File: src/rtl/wallace_pkg.sv
// Shared types and widths for the 5x5 Wallace multiplier datapath.
package wallace_pkg;

  localparam int unsigned IN_W  = 5;
  localparam int unsigned OUT_W = 2 * IN_W;

  typedef logic [IN_W-1:0]  operand_t;
  typedef logic [OUT_W-1:0] row_t;

  typedef struct packed {
    row_t s;
    row_t c;
  } csa_rows_t;

  // One partial-product row: a gated by a single multiplier bit, placed at its weight.
  function automatic row_t pp_row(operand_t a, logic b_bit, int sh);
    return row_t'(a & {IN_W{b_bit}}) << sh;
  endfunction

endpackage

File: src/rtl/csa_3to2.sv
// Bitwise full-adder row: compresses three rows into a sum row and a pre-shifted carry row.
module csa_3to2 #(
  parameter int unsigned W = 10
) (
  input  logic [W-1:0] x,
  input  logic [W-1:0] y,
  input  logic [W-1:0] z,
  output logic [W-1:0] s,
  output logic [W-1:0] c
);

  logic [W-1:0] maj;

  // Per-column full adder; carry moves up one weight, bit 0 of c is always 0.
  always_comb begin
    maj = (x & y) | (x & z) | (y & z);
    s   = x ^ y ^ z;
    c   = maj << 1;
  end

endmodule

File: src/rtl/wallace_reduce_pipe.sv
// Partial-product generation and carry-save reduction of a 5x5 unsigned multiply down to
// two 10-bit rows, behind a valid/ready register stage.
// Optional macro WALLACE_PIPE_MID_EN adds a register between layer 2 and the final layer.
module wallace_reduce_pipe
  import wallace_pkg::*;
(
  input  logic             clk,
  input  logic             rst,
  input  logic             in_valid,
  output logic             in_ready,
  input  logic [IN_W-1:0]  in_a,
  input  logic [IN_W-1:0]  in_b,
  output logic             out_valid,
  input  logic             out_ready,
  output logic [OUT_W-1:0] sum_row,
  output logic [OUT_W-1:0] carry_row
);

  row_t      pp [IN_W];
  row_t      l1_s, l1_c, l2_s, l2_c;
  row_t      fin_s, fin_c, fin_x;
  csa_rows_t fin_rows;
  logic      fin_valid;

  logic      out_valid_q, out_valid_d, out_take, out_load;
  row_t      sum_q, sum_d, carry_q, carry_d;

  // Partial-product rows, row i carries in_b[i] at weight i.
  always_comb begin
    for (int i = 0; i < int'(IN_W); i++) begin
      pp[i] = pp_row(in_a, in_b[i], i);
    end
  end

  csa_3to2 #(.W(OUT_W)) u_csa_l1 (
    .x(pp[0]), .y(pp[1]), .z(pp[2]), .s(l1_s), .c(l1_c)
  );

  csa_3to2 #(.W(OUT_W)) u_csa_l2 (
    .x(l1_s), .y(l1_c), .z(pp[3]), .s(l2_s), .c(l2_c)
  );

  assign out_take = !out_valid_q || out_ready;

`ifdef WALLACE_PIPE_MID_EN
  logic      mid_valid_q, mid_valid_d, mid_take, mid_load;
  csa_rows_t mid_rows_q, mid_rows_d;
  row_t      mid_x_q, mid_x_d;

  // Mid stage accepts when empty or when its contents move into the output stage.
  always_comb begin
    mid_take    = !mid_valid_q || out_take;
    in_ready    = !rst && mid_take;
    mid_load    = in_valid && in_ready;
    mid_valid_d = mid_take ? mid_load : mid_valid_q;
    mid_rows_d  = mid_rows_q;
    mid_x_d     = mid_x_q;
    if (mid_load) begin
      mid_rows_d = '{s: l2_s, c: l2_c};
      mid_x_d    = pp[IN_W-1];
    end
    fin_valid = mid_valid_q;
    fin_rows  = mid_rows_q;
    fin_x     = mid_x_q;
  end

  // Mid stage registers.
  always_ff @(posedge clk or posedge rst) begin
    if (rst) begin
      mid_valid_q <= 1'b0;
      mid_rows_q  <= '0;
      mid_x_q     <= '0;
    end else begin
      mid_valid_q <= mid_valid_d;
      mid_rows_q  <= mid_rows_d;
      mid_x_q     <= mid_x_d;
    end
  end
`else
  // Final layer fed straight from layer 2; the input is gated only by the output stage.
  always_comb begin
    in_ready  = !rst && out_take;
    fin_valid = in_valid && in_ready;
    fin_rows  = '{s: l2_s, c: l2_c};
    fin_x     = pp[IN_W-1];
  end
`endif

  csa_3to2 #(.W(OUT_W)) u_csa_fin (
    .x(fin_rows.s), .y(fin_rows.c), .z(fin_x), .s(fin_s), .c(fin_c)
  );

  // Output stage: load when empty or draining, otherwise hold everything bit-stable.
  always_comb begin
    out_load    = fin_valid && out_take;
    out_valid_d = out_take ? fin_valid : out_valid_q;
    sum_d       = out_load ? fin_s : sum_q;
    carry_d     = out_load ? fin_c : carry_q;
  end

  // Output stage registers.
  always_ff @(posedge clk or posedge rst) begin
    if (rst) begin
      out_valid_q <= 1'b0;
      sum_q       <= '0;
      carry_q     <= '0;
    end else begin
      out_valid_q <= out_valid_d;
      sum_q       <= sum_d;
      carry_q     <= carry_d;
    end
  end

  assign out_valid = out_valid_q;
  assign sum_row   = sum_q;
  assign carry_row = carry_q;

endmodule
File: config.mk
export PLATFORM = sky130hd
export DESIGN_NAME = wallace_reduce_pipe
export DESIGN_NICKNAME = d
export VERILOG_FILES = /design/src/rtl/wallace_pkg.sv /design/src/rtl/csa_3to2.sv /design/src/rtl/wallace_reduce_pipe.sv
export SDC_FILE = /design/constraint.sdc
export NUM_CORES = 1
export LEC_CHECK = 0
export BUFFER_PORTS_ARGS = -buffer_cell sky130_fd_sc_hd__buf_2
export CAP_MARGIN = 15
export CORE_MARGIN = 5
export CORE_UTILIZATION = 54
export DETAILED_ROUTE_END_ITERATION = 16
export PLACE_DENSITY = 0.84
export SLEW_MARGIN = 20
export SYNTH_ARGS = -nofsm -noshare
export SYNTH_HDL_FRONTEND = slang
export SYNTH_SLANG_ARGS = --single-unit
File: constraint.sdc
create_clock -name clk -period 4.2 [get_ports clk]
set_input_delay 0.63 -clock clk [delete_from_list [all_inputs] [get_ports clk]]
set_output_delay 0.63 -clock clk [all_outputs]
set_load 0.005 [all_outputs]
==> impl_results.md, run 1 <==
* Max Clk Rate at 0.400 GHz
* GP Congestion at 0.881
* Final Power at 439 uW
* Cell-internal power at 307 uW
* Clk_skew at 0.00664 ns
* H-tree Lvls at 1
* I/O pin total at 36
* Sw Pwr at 132 uW
* Die Y at 55.3 um
* Hold Fails Final Rpt at 0
* Worst Max-Slew Pin Slew at 0.875 ns
* Final worst path period share at 59.6%
* Synth unique cells at 16
* CP startpoint kind: input pin
* Max-Cap Viols at 0
* WP data required at 4.37 ns
* Worst-path maximum fanout at 5
* Final wirelength at 1910 um
* Cell area after layout at 1270 um^2
* Synth Warn # at 0
* Critical Path AT at 2.67 ns
* # diodes at 0
* Antenna violations before repair at 0
* Post-cts sizing count at 0
* Clock buffer depth at 2
* # setup viols final at 0
* Crit Path Class: in2reg
* Setup Buffers After CTS at 0
* Status: finished, final reports clean
* FILL cells at 175
* Initial core utilization at 56.5%
* Mapped Area at 1110 um^2
* Post-synth top area cell: dfrtp_1
* DP Area at 1240 um^2
* Sequential share of power at 45.2%
* Final #Nets at 153
* Clock power share at 19.1%
* Clk pin slew, worst setup/hold paths at 0.09 ns
* Leak at 0.685 nW
* Placed insts at 146
* FF+latch count, synth at 15
* Slew headroom at 41.6%
* Sequential fraction of the synthesis area at 33.9%
* Inserted Clock Buffers at 3
* Rows at 16
* Final number of max-transition violations at 0
* Min Tclk post-route at 2.50 ns
* Sw Share at 30.0%
* Number of global-route vias before repair at 787
* Worst-Skew Late Latency at 0.29 ns
* Input/output buffers at 29
* Comb pwr share at 35.7%
* Core ar. at 1960 um^2
* RSZ-0062 raised after global routing: false
* Post-DP HPWL at 1630 um
* Root Buffer Master: clkbuf_4
* Synth top area share at 33.9%
* CTS Sinks at 15
* Wirelength per Cell at 12.7 um
* Synth top area cells: dfrtp_1, fa_1, mux2_4
* First-pass detailed-route iteration total at 3
* Share of cells above drive strength 1 at 38.2%
* Post-Syn Area per Cell at 12.0 um^2
* Area Overhead vs Synth at 14.3%
* CTS Hold Bufs at 0
* Vias per inst at 4.73
* Setup tns final at 0 ns
* Die Wd at 55.3 um
* VDD IR max at 0.000184 V
* Via Count at 710
* Die area at 3060 um^2
* 1st-iter DRT viols at 10
* Detail Route Antenna Nets at 0
* Min-Delay Path Class: in2async
* First-pass GRT wire length at 3600 um
* CTS tree: done
* Drt drc at 0
* Post-layout util at 64.6%
* Cell Pwr Density at 346 nW/um^2
* Largest net degree at the start of global routing at 16
* Synth Instances at 92
* GR Overflow Total at 0
* Crit end category: register
* Post-route insts no fill at 150
* All-layer global routing usage at 14.4%
layout make-up:
cell class / count / area (um^2) / share of cell area, %
multi-input combinational: 64 / 646 / 50.9
sequential: 15 / 375 / 29.6
timing repair buffer: 29 / 145 / 11.5
inverter: 11 / 41.3 / 3.26
tap: 27 / 33.8 / 2.67
clock buffer: 4 / 26.3 / 2.07
worst paths after layout:
path                                  from            to  slack (ns)  cells after the start
worst min register to register  sum_row[5]    sum_row[5]        0.51                      1
worst max-delay path               in_b[0]    sum_row[4]        1.70                      7
worst max register to register   out_valid  carry_row[4]        2.42                      3
worst min-delay path                   rst    sum_row[7]        0.42                      2
max in group asynchronous              rst    sum_row[1]        3.40                      2
min in group clk                sum_row[5]    sum_row[5]        0.51                      1
cell families after synthesis:
family        after synthesis  share of synthesized area [%]
flops                      15                           33.9
fa+ha+maj                  15                           24.4
simple gates               29                           15.5
other cells                 1                          0.338
mux                        14                           16.4
buf+inv                    18                           9.59
cells in the final DEF, fill, tap and decap left out:
cell type	netlist	layout
buf_2	0	29
nor2_1	1	1
nor3b_4	1	1
conb_1	1	6
fa_1	11	11
nor2b_4	1	1
mux2i_1	2	2
nand2_1	11	11
clkbuf_1	0	1
inv_1	11	11
clkbuf_4	0	3
ha_1	4	4
and2_1	14	14
mux2_2	5	5
or2_2	1	1
dfrtp_1	15	15
mux2_4	7	7
power by group through the flow:
stage	combinational [mW]	sequential (mW)	clock [mW]
floorplan	0.0977	0.204	0
global placement	0.155	0.200	0
detailed placement	0.160	0.201	0
CTS	0.161	0.199	0.0877
global route	0.179	0.202	0.0918
finish	0.157	0.198	0.0838
state kept, by name, summed over array words and instances, names as in the netlist:
name       count
carry_row      5
out_valid      1
sum_row        9
cell usage after synthesis:
library cell / instances
or2_2: 1
nand2_1: 11
nor3b_4: 1
fa_1: 11
ha_1: 4
conb_1: 1
mux2_2: 5
inv_1: 11
dfrtp_1: 15
buf_4: 6
buf_12: 1
nor2b_4: 1
mux2_4: 7
and2_1: 14
mux2i_1: 2
nor2_1: 1
routing by layer:
metal  vias to the layer above  GRT usage, %  routed length, um
li1                        335             -                  -
met2                        24          23.0                895
met1                       347          19.2                860
met3                         4          2.56                109
met5                         -             0                  0
met4                         0          6.25                 42
critical path, stage by stage:
cell,delay (ns)
buf_2,0.12
nand2_1,0.09
fa_1,0.50
fa_1,0.54
inv_1,0.05
fa_1,0.48
mux2_4,0.26
metrics by stage:
| step | hold WS (ns) | setup WS (ns) |
|---|---|---|
| 2_1_floorplan | 0.505 | 1.59 |
| 3_3_place_gp | 0.489 | 1.45 |
| 3_5_place_dp | 0.494 | 1.39 |
| 4_1_cts | 0.437 | 1.71 |
| 5_1_grt | 0.494 | 1.64 |
| 6_report | 0.424 | 1.70 |
No activity file was read; power rests on OpenSTA's default activity.
==> inputs of run 2 (changes only) <==
--- a/config.mk
+++ b/config.mk
@@ -8,9 +8,9 @@
 export BUFFER_PORTS_ARGS = -buffer_cell sky130_fd_sc_hd__buf_2
 export CAP_MARGIN = 15
 export CORE_MARGIN = 5
-export CORE_UTILIZATION = 54
+export CORE_UTILIZATION = 45
 export DETAILED_ROUTE_END_ITERATION = 16
-export PLACE_DENSITY = 0.84
+export PLACE_DENSITY = 0.75
 export SLEW_MARGIN = 20
 export SYNTH_ARGS = -nofsm -noshare
 export SYNTH_HDL_FRONTEND = slang
==> constraint.sdc (replaced) <==
create_clock -name clk -period 2.1 [get_ports clk]
set_input_delay 0.315 -clock clk [delete_from_list [all_inputs] [get_ports clk]]
set_output_delay 0.315 -clock clk [all_outputs]
set_load 0.005 [all_outputs]
==> impl_results.md, run 2 (same netlist as run 1, synthesis figures left out) <==
* CP most frequent cell: fa_1 (unchanged)
* GP Congestion at 0.763 (was 0.881)
* Min-Delay Path Class: in2async (unchanged)
* Final wirelength at 2100 um (was 1910 um)
* Path depth of the worst reg2reg path at 4 (was 3)
* Worst Max-Slew Pin Slew at 0.577 ns (was 0.875 ns)
* First-pass detailed-route iteration total at 4 (was 3)
* Sw Pwr at 274 uW (was 132 uW)
* Die Y at 59.6 um (was 55.3 um)
* Clk pin slew, worst setup/hold paths at 0.09 ns (about the same)
* Worst-Skew Late Latency at 0.28 ns (was 0.29 ns)
* Critical Path AT at 2.22 ns (was 2.67 ns)
* Die area at 3560 um^2 (was 3060 um^2)
* Crit Path Class: in2reg (unchanged)
* Antenna violations before repair at 0 (unchanged)
* Slew headroom at 61.5% (was 41.6%)
* Worst-path cell chain: buf_4 -> nand2_8 -> fa_2 -> fa_1 -> inv_1 -> fa_1 -> mux2_4 (was buf_2 -> nand2_1 -> fa_1 -> fa_1 -> inv_1 -> fa_1 -> mux2_4)
* Leak at 0.712 nW (was 0.685 nW)
* Detail Route Antenna Nets at 0 (unchanged)
* Initial core utilization at 46.0% (was 56.5%)
* VDD IR max at 0.000342 V (was 0.000184 V)
* CTS tree: done (unchanged)
* Crit path depth at 7 (unchanged)
* Drt drc at 0 (unchanged)
* Most common cell after layout, fill and taps aside: buf_2 (unchanged)
* DP Area at 1300 um^2 (was 1240 um^2)
* GR Overflow Total at 0 (unchanged)
* Cell-internal power at 629 uW (was 307 uW)
* RSZ-0062 raised after global routing: false (unchanged)
* Rows at 18 (was 16)
* Crit-path slowest cell: fa_2 (was fa_1)
* Final number of max-transition violations at 0 (unchanged)
* Reg2reg start: out_valid (unchanged)
* Comb pwr share at 37.3% (was 35.7%)
* Commonest non-fill, non-tap cells in the layout: buf_2, dfrtp_1, and2_1 (unchanged)
* CP startpoint kind: input pin (unchanged)
* Status: finished, final reports clean (unchanged)
* Via Count at 741 (was 710)
* Core ar. at 2410 um^2 (was 1960 um^2)
* Worst setup path startpoint: in_a[2] (was in_b[0])
* # setup viols final at 0 (unchanged)
* H-tree Lvls at 1 (unchanged)
* Final #Nets at 157 (was 153)
* Cell Pwr Density at 677 nW/um^2 (was 346 nW/um^2)
* Final worst path period share at 97.6%
* Critical Path End: sum_row[4] (unchanged)
* Min Tclk post-route at 2.05 ns
* Sequential share of power at 44.3% (was 45.2%)
* Die Wd at 59.6 um (was 55.3 um)
* FILL cells at 198 (was 175)
* Fin worst setup slack at 0.0513 ns (was 1.70 ns)
* Cell area after layout at 1330 um^2 (was 1270 um^2)
* 1st-iter DRT viols at 5 (was 10)
* Post-layout util at 55.3% (was 64.6%)
* Hold Fails Final Rpt at 0 (unchanged)
* CP peak stage delay at 0.56 ns (was 0.54 ns)
* Worst-path maximum fanout at 5 (unchanged)
* Setup Buffers After CTS at 0 (unchanged)
* Crit end category: register (unchanged)
* Final Power at 903 uW (was 439 uW)
* Max-Cap Viols at 0 (unchanged)
* Clock buffer depth at 2 (unchanged)
* Number of global-route vias before repair at 806 (was 787)
* Input/output buffers at 29 (unchanged)
* Reg2reg end: sum_row[7] (was carry_row[4])
* First-pass GRT wire length at 3550 um (was 3600 um)
* Post-place setup slack at -0.296 ns (was 1.39 ns)
* Root Buffer Master: clkbuf_4 (unchanged)
* CTS Sinks at 15 (unchanged)
* Clock power share at 18.4% (was 19.1%)
* FF-to-FF setup slack at 0.67 ns (was 2.42 ns)
* Wirelength per Cell at 13.4 um (was 12.7 um)
* Vias per inst at 4.72 (was 4.73)
* Clk_skew at 0.00411 ns (was 0.00664 ns)
* Sw Share at 30.3% (was 30.0%)
* WP data required at 2.27 ns (was 4.37 ns)
* All-layer global routing usage at 13.5% (was 14.4%)
* Share of cells above drive strength 1 at 44.1% (was 38.2%)
* # diodes at 0 (unchanged)
* Inserted Clock Buffers at 3 (unchanged)
* Bufs and invs on worst path at 2 (unchanged)
* Crit-path leading delay family: adder cells (unchanged)
* Area Overhead vs Synth at 20.3% (was 14.3%)
* Max Clk Rate at 0.488 GHz
* Largest net degree at the start of global routing at 16 (unchanged)
* Post-DP HPWL at 1810 um (was 1630 um)
* Number of flip-flops under the largest register name at 9 (unchanged)
* I/O pin total at 36 (unchanged)
run 2: worst min-delay path by stage:
stage	depth (start not counted)	slack, ns	to
final	2	0.12	carry_row[4]
after global routing	2	0.19	sum_row[3]
after CTS	2	0.14	sum_row[4]
after detailed placement	2	0.45	out_valid
after global placement	2	0.43	out_valid
after floorplan	1	0.22	carry_row[4]
run 2: repair_timing:
action	4_1_cts	5_1_grt
hold buffers	0	0
gates resized for setup	0	4
setup endpoints to repair	0	2
endpoints found under the hold margin	0	0
run 2: cell type report:
| class | count | area, um^2 | share of cell area (%) |
|---|---|---|---|
| tap | 30 | 37.5 | 2.81 |
| sequential | 15 | 375 | 28.1 |
| multi-input combinational | 64 | 673 | 50.5 |
| inverter | 11 | 41.3 | 3.10 |
| clock buffer | 4 | 26.3 | 1.97 |
| timing repair buffer | 33 | 180 | 13.5 |
run 2: power groups by stage:
stage	clock network, mW	registers (mW)	logic (mW)
after floorplan	0	0.409	0.203
after global placement	0	0.401	0.327
after detailed placement	0	0.404	0.343
after CTS	0.170	0.400	0.344
after global routing	0.183	0.406	0.380
final	0.166	0.400	0.337
run 2: routing by layer:
metal	GRT usage, %	routed length, um
met1	14.8	818
met2	24.2	1070
met3	2.18	138
met4	7.91	71
met5	0	0
run 2: through the flow:
| step | hold WS [ns] | TNS (ns) | cells |
|---|---|---|---|
| floorplan | 0.216 | -0.0434 | 97 |
| global placement | 0.426 | -1.20 | 153 |
| detailed placement | 0.447 | -1.46 | 153 |
| CTS | 0.138 | 0 | 157 |
| global route | 0.188 | 0 | 157 |
| finish | 0.119 | 0 | 157 |
==> inputs of run 3 (changes only) <==
--- a/config.mk
+++ b/config.mk
@@ -8,9 +8,8 @@
 export BUFFER_PORTS_ARGS = -buffer_cell sky130_fd_sc_hd__buf_2
 export CAP_MARGIN = 15
 export CORE_MARGIN = 5
-export CORE_UTILIZATION = 45
+export CORE_UTILIZATION = 24
 export DETAILED_ROUTE_END_ITERATION = 16
-export PLACE_DENSITY = 0.75
 export SLEW_MARGIN = 20
 export SYNTH_ARGS = -nofsm -noshare
 export SYNTH_HDL_FRONTEND = slang
==> impl_results.md, run 3 (same netlist as run 1, synthesis figures left out) <==
* Setup tns final at 0 ns (unchanged)
* Via Count at 729 (was 741)
* Min Tclk post-route at 2.05 ns (about the same)
* Max-Cap Viols at 0 (unchanged)
* Min-Delay Path Class: in2async (unchanged)
* Core ar. at 4410 um^2 (was 2410 um^2)
* Slew headroom at 60.1% (was 61.5%)
* WHS at 0.173 ns (was 0.119 ns)
* Share of cells above drive strength 1 at 45.2% (was 44.1%)
* Final worst path period share at 97.5% (was 97.6%)
* Post-route insts no fill at 178 (was 157)
* Leak at 0.718 nW (was 0.712 nW)
* Placed insts at 174 (was 153)
* CTS Sinks at 15 (unchanged)
* VDD IR max at 0.000212 V (was 0.000342 V)
* Area Overhead vs Synth at 25.4% (was 20.3%)
* First-pass detailed-route iteration total at 3 (was 4)
* Input/output buffers at 29 (unchanged)
* CTS tree: done (unchanged)
* Critical Path AT at 2.18 ns (was 2.22 ns)
* Clk pin slew, worst setup/hold paths at 0.06 ns (was 0.09 ns)
* Initial core utilization at 25.1% (was 46.0%)
* FF-to-FF setup slack at 0.65 ns (was 0.67 ns)
* Wirelength per Cell at 12.4 um (was 13.4 um)
* Crit Path Class: in2reg (unchanged)
* All-layer global routing usage at 7.82% (was 13.5%)
* GR Overflow Total at 0 (unchanged)
* First-pass GRT wire length at 3720 um (was 3550 um)
* Clock buffer depth at 2 (unchanged)
* Vias per inst at 4.10 (was 4.72)
* Drt drc at 0 (unchanged)
* Number of global-route vias before repair at 805 (was 806)
* Clk_skew at 0.00506 ns (was 0.00411 ns)
* Largest net degree at the start of global routing at 16 (unchanged)
* Reg2reg end: sum_row[6] (was sum_row[7])
* CP startpoint kind: input pin (unchanged)
* Worst-Skew Late Latency at 0.24 ns (was 0.28 ns)
* WP data required at 2.23 ns (was 2.27 ns)
* H-tree Lvls at 1 (unchanged)
* Die Wd at 78.0 um (was 59.6 um)
* Final number of max-transition violations at 0 (unchanged)
* Final wirelength at 2200 um (was 2100 um)
* Setup Buffers After CTS at 0 (unchanged)
* Worst-path maximum fanout at 5 (unchanged)
* Root Buffer Master: clkbuf_8 (was clkbuf_4)
* Rows at 24 (was 18)
* Final #Nets at 156 (was 157)
* Number of flip-flops under the largest register name at 9 (unchanged)
* Detail Route Antenna Nets at 0 (unchanged)
* Die Y at 78.0 um (was 59.6 um)
* 1st-iter DRT viols at 24 (was 5)
* Commonest non-fill, non-tap cells in the layout: buf_2, dfrtp_1, and2_1 (unchanged)
* Path depth of the worst reg2reg path at 4 (unchanged)
* Reg2reg start: out_valid (unchanged)
* Crit end category: register (unchanged)
* GP Congestion at 0.834 (was 0.763)
* I/O pin total at 36 (unchanged)
* Max Clk Rate at 0.489 GHz (was 0.488 GHz)
* Hold Fails Final Rpt at 0 (unchanged)
* Cell Pwr Density at 693 nW/um^2 (was 677 nW/um^2)
* Antenna violations before repair at 0 (unchanged)
* Status: finished, final reports clean (unchanged)
* Post-DP HPWL at 1830 um (was 1810 um)
* # setup viols final at 0 (unchanged)
* Most common cell after layout, fill and taps aside: buf_2 (unchanged)
* Worst Max-Slew Pin Slew at 0.598 ns (was 0.577 ns)
* Die area at 6080 um^2 (was 3560 um^2)
* Final Power at 963 uW (was 903 uW)
* RSZ-0062 raised after global routing: false (unchanged)
* Inserted Clock Buffers at 3 (unchanged)
* # diodes at 0 (unchanged)
## run 3: changes by cell type in the layout (fill, tap and decap cells not counted), sizes merged
cell / previous run / this run
buf: 33 / 32
## run 3: what timing repair did
| action | CTS | global route |
|---|---|---|
| hold buffers | 0 | 0 |
| pin swaps | 0 | 1 |
| setup endpoints to repair | 1 | 1 |
| gates resized for setup | 2 | 7 |
## run 3: worst max-delay path by stage
stage / startpoint / to / slack, ns / cells past startpoint
floorplan: in_a[2] / sum_row[4] / -0.04 / 6
global placement: in_a[2] / sum_row[4] / -0.24 / 7
detailed placement: in_b[2] / sum_row[4] / -0.27 / 7
CTS: in_a[3] / sum_row[4] / 0.02 / 7
global route: in_a[3] / sum_row[4] / 0.003 / 7
finish: in_a[1] / sum_row[4] / 0.05 / 7
## run 3: worst max-delay path: stages
cell,delay [ns]
buf_2,0.13
nand2_1,0.09
fa_2,0.40
fa_1,0.50
inv_1,0.05
fa_1,0.43
mux2_4,0.26
## run 3: area by class of cell
type	count	area [um^2]
clock buffers	4	45.0
fillers	463	3020
inverters	11	41.3
multi-input cells	64	676
flip-flops and latches	15	375
well taps	52	65.1
repair buffers	32	188
## run 3: through the flow
step	util (%)	worst slack [ns]	cell area (um^2)
floorplan	-	-0.0434	1150
global placement	30.0	-0.241	1320
detailed placement	30.0	-0.269	1320
CTS	31.1	0.0241	1370
global route	31.5	0.00282	1390
finish	31.5	0.0530	1390
## run 3: layer usage
| metal | part of all wire [%] | global-route usage, % | up-vias | wire length (um) |
|---|---|---|---|---|
| li1 | - | - | 338 | - |
| met1 | 41 | 8.68 | 363 | 897 |
| met2 | 50 | 13.4 | 24 | 1100 |
| met3 | 7.3 | 2.43 | 4 | 160 |
| met4 | 1.9 | 4.05 | 0 | 42 |
| met5 | 0 | 0 | - | 0 |
## run 3: report_power, final
part | switching, mW | total (mW) | internal [mW] | leakage, nW
combinational | 0.140 | 0.337 | 0.197 | 0.506
clock | 0.0951 | 0.229 | 0.134 | 0.0228
sequential | 0.0354 | 0.397 | 0.362 | 0.189
